<file path="src/rtl/fetch_queue.sv">
// Instruction prefetch queue between fetch and execute: DEPTH-entry {pc, inst} FIFO
// with registered occupancy count and a flush that has priority over push and pop.
module fetch_queue #(
  parameter int DEPTH = 4,
  parameter int CW    = $clog2(DEPTH + 1)
) (
  input  logic          clk,
  input  logic          reset,
  input  logic          flush,
  input  logic          in_v,
  input  logic [31:0]   in_pc,
  input  logic [31:0]   in_inst,
  output logic          in_rdy,
  output logic          out_v,
  output logic [31:0]   out_pc,
  output logic [31:0]   out_inst,
  input  logic          out_rdy,
  output logic [CW-1:0] count
);

  localparam int AW = $clog2(DEPTH);

  logic [31:0]   pc_mem   [DEPTH];
  logic [31:0]   inst_mem [DEPTH];
  logic [AW-1:0] wr_ptr;
  logic [AW-1:0] rd_ptr;
  logic [CW-1:0] count_q;
  logic          push;
  logic          pop;

  // in_rdy depends only on the registered count, keeping out_rdy off the fetch path
  assign in_rdy = (count_q != CW'(DEPTH));
  assign out_v  = (count_q != '0);
  assign count  = count_q;

  assign push = in_v & in_rdy & ~flush;
  assign pop  = out_v & out_rdy & ~flush;

  assign out_pc   = out_v ? pc_mem[rd_ptr]   : '0;
  assign out_inst = out_v ? inst_mem[rd_ptr] : '0;

  always_ff @(posedge clk) begin
    if (push) begin
      pc_mem[wr_ptr]   <= in_pc;
      inst_mem[wr_ptr] <= in_inst;
    end
  end

  always_ff @(posedge clk or posedge reset) begin
    if (reset) begin
      wr_ptr  <= '0;
      rd_ptr  <= '0;
      count_q <= '0;
    end else if (flush) begin
      wr_ptr  <= '0;
      rd_ptr  <= '0;
      count_q <= '0;
    end else begin
      if (push) wr_ptr <= wr_ptr + AW'(1);
      if (pop)  rd_ptr <= rd_ptr + AW'(1);
      if (push && !pop)      count_q <= count_q + CW'(1);
      else if (pop && !push) count_q <= count_q - CW'(1);
    end
  end

endmodule

</file>
<file path="config.mk">
export PLATFORM = sky130hd
export DESIGN_NAME = fetch_queue
export DESIGN_NICKNAME = d
export VERILOG_FILES = /design/src/rtl/fetch_queue.sv
export SDC_FILE = /design/constraint.sdc
export NUM_CORES = 1
export LEC_CHECK = 0
export ABC_AREA = 1
export CAP_MARGIN = 20
export CORE_MARGIN = 5
export CORE_UTILIZATION = 55
export DETAILED_ROUTE_END_ITERATION = 6
export PLACE_DENSITY = 0.8
export SETUP_SLACK_MARGIN = 0.15
export SYNTH_ARGS = -nofsm -noshare
export SYNTH_HDL_FRONTEND = slang
export SYNTH_SLANG_ARGS = --single-unit
</file>
<file path="constraint.sdc">
create_clock -name clk -period 5.1 [get_ports clk]
set_clock_uncertainty 0.1 [all_clocks]
set_input_delay 1.02 -clock clk [delete_from_list [all_inputs] [get_ports clk]]
set_output_delay 1.02 -clock clk [all_outputs]
set_load 0.02 [all_outputs]
</file>
# Yosys cells after proc, flatten, opt, wreduce, memory -nomap -nowiden
# Memory sizes are Yosys's and may differ from the RTL's.
# Cells that the tools add are included.
[word_totals] out_inout_bits=69 inputBits=69 wordCells=34 ram_bits=256 reg_bits=7 mem_count=2
[mem_list] name="inst_mem" depth=4 width=32 read_ports=1 rd_clocked_by_memory_dff=0 wr=1 line="24" source="logic [31:0] inst_mem [DEPTH];"
[mem_list] name="pc_mem" depth=4 width=32 read_ports=1 rd_clocked_by_memory_dff=0 wr=1 line="23" source="logic [31:0] pc_mem [DEPTH];"
[op_classes] reduce_logical=8 n_eq_ne=1 n_mux=11 n_bitwise=5 add_sub_neg=4
[op_table] cell="2-to-1 mux 32 bit" count=2
[op_table] cell="2-to-1 mux 3 bit" count=3
[op_table] cell="2-to-1 mux 2 bit" count=4
[op_table] cell="nonzero test 3 bit" count=2
[op_table] cell="adder 2 x 1 -> 2 bit, second input constant" count=2
[op_table] cell="AND 1 bit" count=4
[op_table] cell="nonzero test 2 bit" count=2
[op_table] cell="adder 3 x 1 -> 3 bit, second input constant" count=1
[op_table] cell="inequality test 3 bit, second input constant" count=1
[op_table] cell="subtractor 3 x 1 -> 3 bit, second input constant" count=1
[op_table] cell="logical AND 1 bit" count=2
[op_table] cell="logical NOT 1 bit" count=2
[op_table] cell="2-to-1 mux 1 bit" count=2
[op_table] cell="inverter 1 bit" count=1

# Depth between registers and ports, before layout
[logic_depth] word_depth=8 depth_mapped=11 depth_no_buf=11

# Least setup slack after synthesis
# OpenSTA, ideal clock, no wires.
[synth_timing] path_type="input -> register" start="input port in_v" end="memory inst_mem[0][0] (enable)" path_buffers=0 required_ns=4.514 slack_ns=0.505 setup_time_ns=0.486 t_arrival_ns=4.008 path_stages=4 path_cell_list="nand2_1 > nor2_2 > inv_2 > nor2_1"
[synth_via] elab_chain_len=4
[synth_rtl] element="from (decl)" line="10" source="input logic in_v,"
[synth_rtl] element="AND 1 bit (2 in series)" line="36" source="assign push = in_v & in_rdy & ~flush;"
[synth_rtl] element="2-to-1 mux 1 bit" line="43" source="if (push) begin"
[synth_rtl] element="2-to-1 mux 1 bit (implied by the code)" line="45" source="inst_mem[wr_ptr] <= in_inst;"
[synth_rtl] element="to (decl)" line="24"
# No other way between the ends.

# Final worst setup path
[layout_timing] start="register rd_ptr[0]" end="output port out_inst[1]"
[layout_via] elab_chain_len=2
[layout_rtl] element="from (decl)" line="26" source="logic [AW-1:0] rd_ptr;"
[layout_rtl] element="from (signal assigned)" line="60" source="if (pop) rd_ptr <= rd_ptr + AW'(1);"
[layout_rtl] element="memory (4 x 32 bit)"
[layout_rtl] element="2-to-1 mux 32 bit" line="40" source="assign out_inst = out_v ? inst_mem[rd_ptr] : '0;"
[layout_rtl] element="to (decl)" line="16" source="output logic [31:0] out_inst,"
# No other way between the ends.

==> qor.yml <==
ir_worst_vdd_v: 0.000366
period_needed_ns: 4.19
rsz0062_at_grt: "no"
drt_iter0_markers: 453
p_comb_frac: 0.357
synth_area_per_cell_sq_um: 12.6
vias_per_cell: 5.56
clockPowerShare: 0.266
place_area_sq_um: 11900
die_w_um: 147
post-cts-setup-buffers: 0
pwr-share-seq: 0.377
syn_nets: 896
yosysWarnings: 0
cts_tree: "done"
drive_gt1_frac: 0.0719
maxSlewHeadroom: 0.323
cts_hold_buf: 0
crit_type: "reg -> out"
dp_hpwl_um: 13100
clock.fmax_mhz: 239
cts-buffers-inserted: 26
cts_num_sinks: 263
htree_levels: 1
clock_path_buffers: 3
fillers: 1299
portBuffers: 137
net-switching-power_mw: 2.31
max_cap_violations: 0
setup_violations: 0
p_per_area_nw_per_um2: 535
core_area_sq_um: 18600
nets: 1029
fin_crit_sh: 0.821
final_area_sq_um: 12800
grt_pass1_wl_um: 35000
mostFrequentLayoutCell: "nor2_1"
power_mw: 6.83
clock_latency_ns: 0.51
status: "finished clean"
dr_total_vias: 6715
worst_pin_slew_ns: 1.01
grt_start_max_net_pins: 71
ys_types: 22
floorplan.die.height_um: 147
hold_violations: 0
routed_wl_um: 22300
cp_data_arrival_time_ns: 3.07
p_sw_frac: 0.338
path_cells: "buf_4 > nor2_1 > nor2_1 > o21ai_0 > a21oi_1 > clkdlybuf4s50_1"
yosysSeqAreaShare: 0.758
cp_common_cell: "nor2_1"
crit_slowest_cell: "clkdlybuf4s50_1"
hp-class: "reg -> reg"
synth_seq_cells: 263
intPower_mw: 4.52
diodes: 0
finalSetupTns_ns: 0
ioPinCount: 138
drtPass1Iterations: 5
antenna_found_initial: 0
cts_resized: 0
final_cell_mix: "257 x nor2_1, 256 x edfxtp_1, 137 x clkdlybuf4s50_1, 128 x o21ai_0, 68 x a21oi_1"
crit_required_ns: 3.98
grt_pass1_vias: 6734
wl_per_cell_um: 18.5
track_usage: 0.203
rows: 50
drv_slew: 0
root_buffer: "clkbuf_16"
p_leak_nw: 4.36
multi_input_area_sq_um: 2210
drc: 0
ant_nets: 0
cp_max_fo: 70
syn_area_sq_um: 10400
grt_overflow: 0
register_area_sq_um: 7870
initial_core_util: 0.556
areaGrowthSynthToFinish_pct: 23.1
critPathLaunchType: "register"
syn_inst: 822
endpoint_kind: "output port"
cts.clk_slew.worst_paths_ns: 0.06
die_area_sq_um: 21700
slowest_delay_ns: 0.65
gp_congestion: 0.749
==> cell type report <==
type | instances | share of cell area
sequential | 263 | 0.616
multi-input combinational | 493 | 0.173
timing repair buffer | 153 | 0.118
clock buffer | 35 | 0.0576
tap | 234 | 0.0229
clock inverter | 12 | 0.00686
inverter | 18 | 0.00539
==> logic make-up (layout without fill, tap and decap cells) <==
logic type | after synthesis | in the layout | synth area share
fa+ha+maj | 5 | 5 | 0.00676
buf+inv | 66 | 218 | 0.0315
simple gates | 287 | 287 | 0.106
xor+xnor | 1 | 1 | 0.000845
flops | 263 | 263 | 0.758
compound gates | 200 | 200 | 0.0965
==> per-layer routing <==
layer,part of all wire,track usage
met3,0.059,0.0327
met5,0,0
met2,0.52,0.369
met1,0.40,0.252
met4,0.020,0.0559
==> synth_stat cells <==
library cell	instances	area (sq um)
a21oi_1	68	340
buf_1	7	26.3
buf_2	9	45.0
buf_4	14	105
buf_6	2	22.5
clkbuf_1	16	60.1
dfrtp_1	7	175
edfxtp_1	256	7690
fa_1	1	20.0
ha_1	4	50.1
inv_1	15	56.3
inv_2	3	11.3
nand2_1	18	67.6
nand2_2	2	12.5
nand3_1	2	10.0
nand3_2	1	10.0
nand3b_1	1	7.51
nor2_1	261	980
nor2_2	2	12.5
o21ai_0	128	641
o21ai_1	4	20.0
xor2_1	1	8.76
==> critical path, delay by kind of cell (launching register included) <==
family	cells	cell delay [ns]
AOI/OAI and AO/OA	2	0.39
buffers and inverters	2	1.29
DFF	1	0.58
and+or+nand+nor	2	0.24
==> worst paths after layout <==
path                       startpoint              to  slack, ns  depth (start not counted)
setup reg to reg             count[2]  inst_mem[3][7]       2.98                          6
hold / removal               count[1]        count[1]       0.52                          2
setup / recovery            rd_ptr[0]     out_inst[1]       0.91                          6
hold reg to reg              count[1]        count[1]       0.52                          2
min in group asynchronous       reset        count[0]       0.64                          2
max in group asynchronous       reset       rd_ptr[0]       4.00                          2
==> stage by stage <==
step,worst slack [ns],hold slack [ns],util,cells
floorplan,0.505,0.479,-,822
global placement,1.54,0.485,0.641,1161
detailed placement,1.48,0.502,0.641,1161
CTS,0.878,0.518,0.685,1208
global route,0.746,0.566,0.685,1208
finish,0.914,0.521,0.685,1208
==> power groups by stage <==
| stage | clock [mW] | sequential, mW | combinational, mW |
|---|---|---|---|
| 2_1_floorplan | 0 | 2.62 | 1.38 |
| 3_5_place_dp | 0 | 2.62 | 2.45 |
| 5_1_grt | 1.94 | 2.59 | 2.63 |
| 6_report | 1.81 | 2.58 | 2.44 |
| 3_3_place_gp | 0 | 2.62 | 2.42 |
| 4_1_cts | 1.85 | 2.58 | 2.47 |
==> sequential cells by signal, indices dropped and copies added (netlist names) <==
name / flops
inst_mem: 128
wr_ptr: 2
pc_mem: 128
count: 3
rd_ptr: 2
Power figures use the tool's default switching activity.
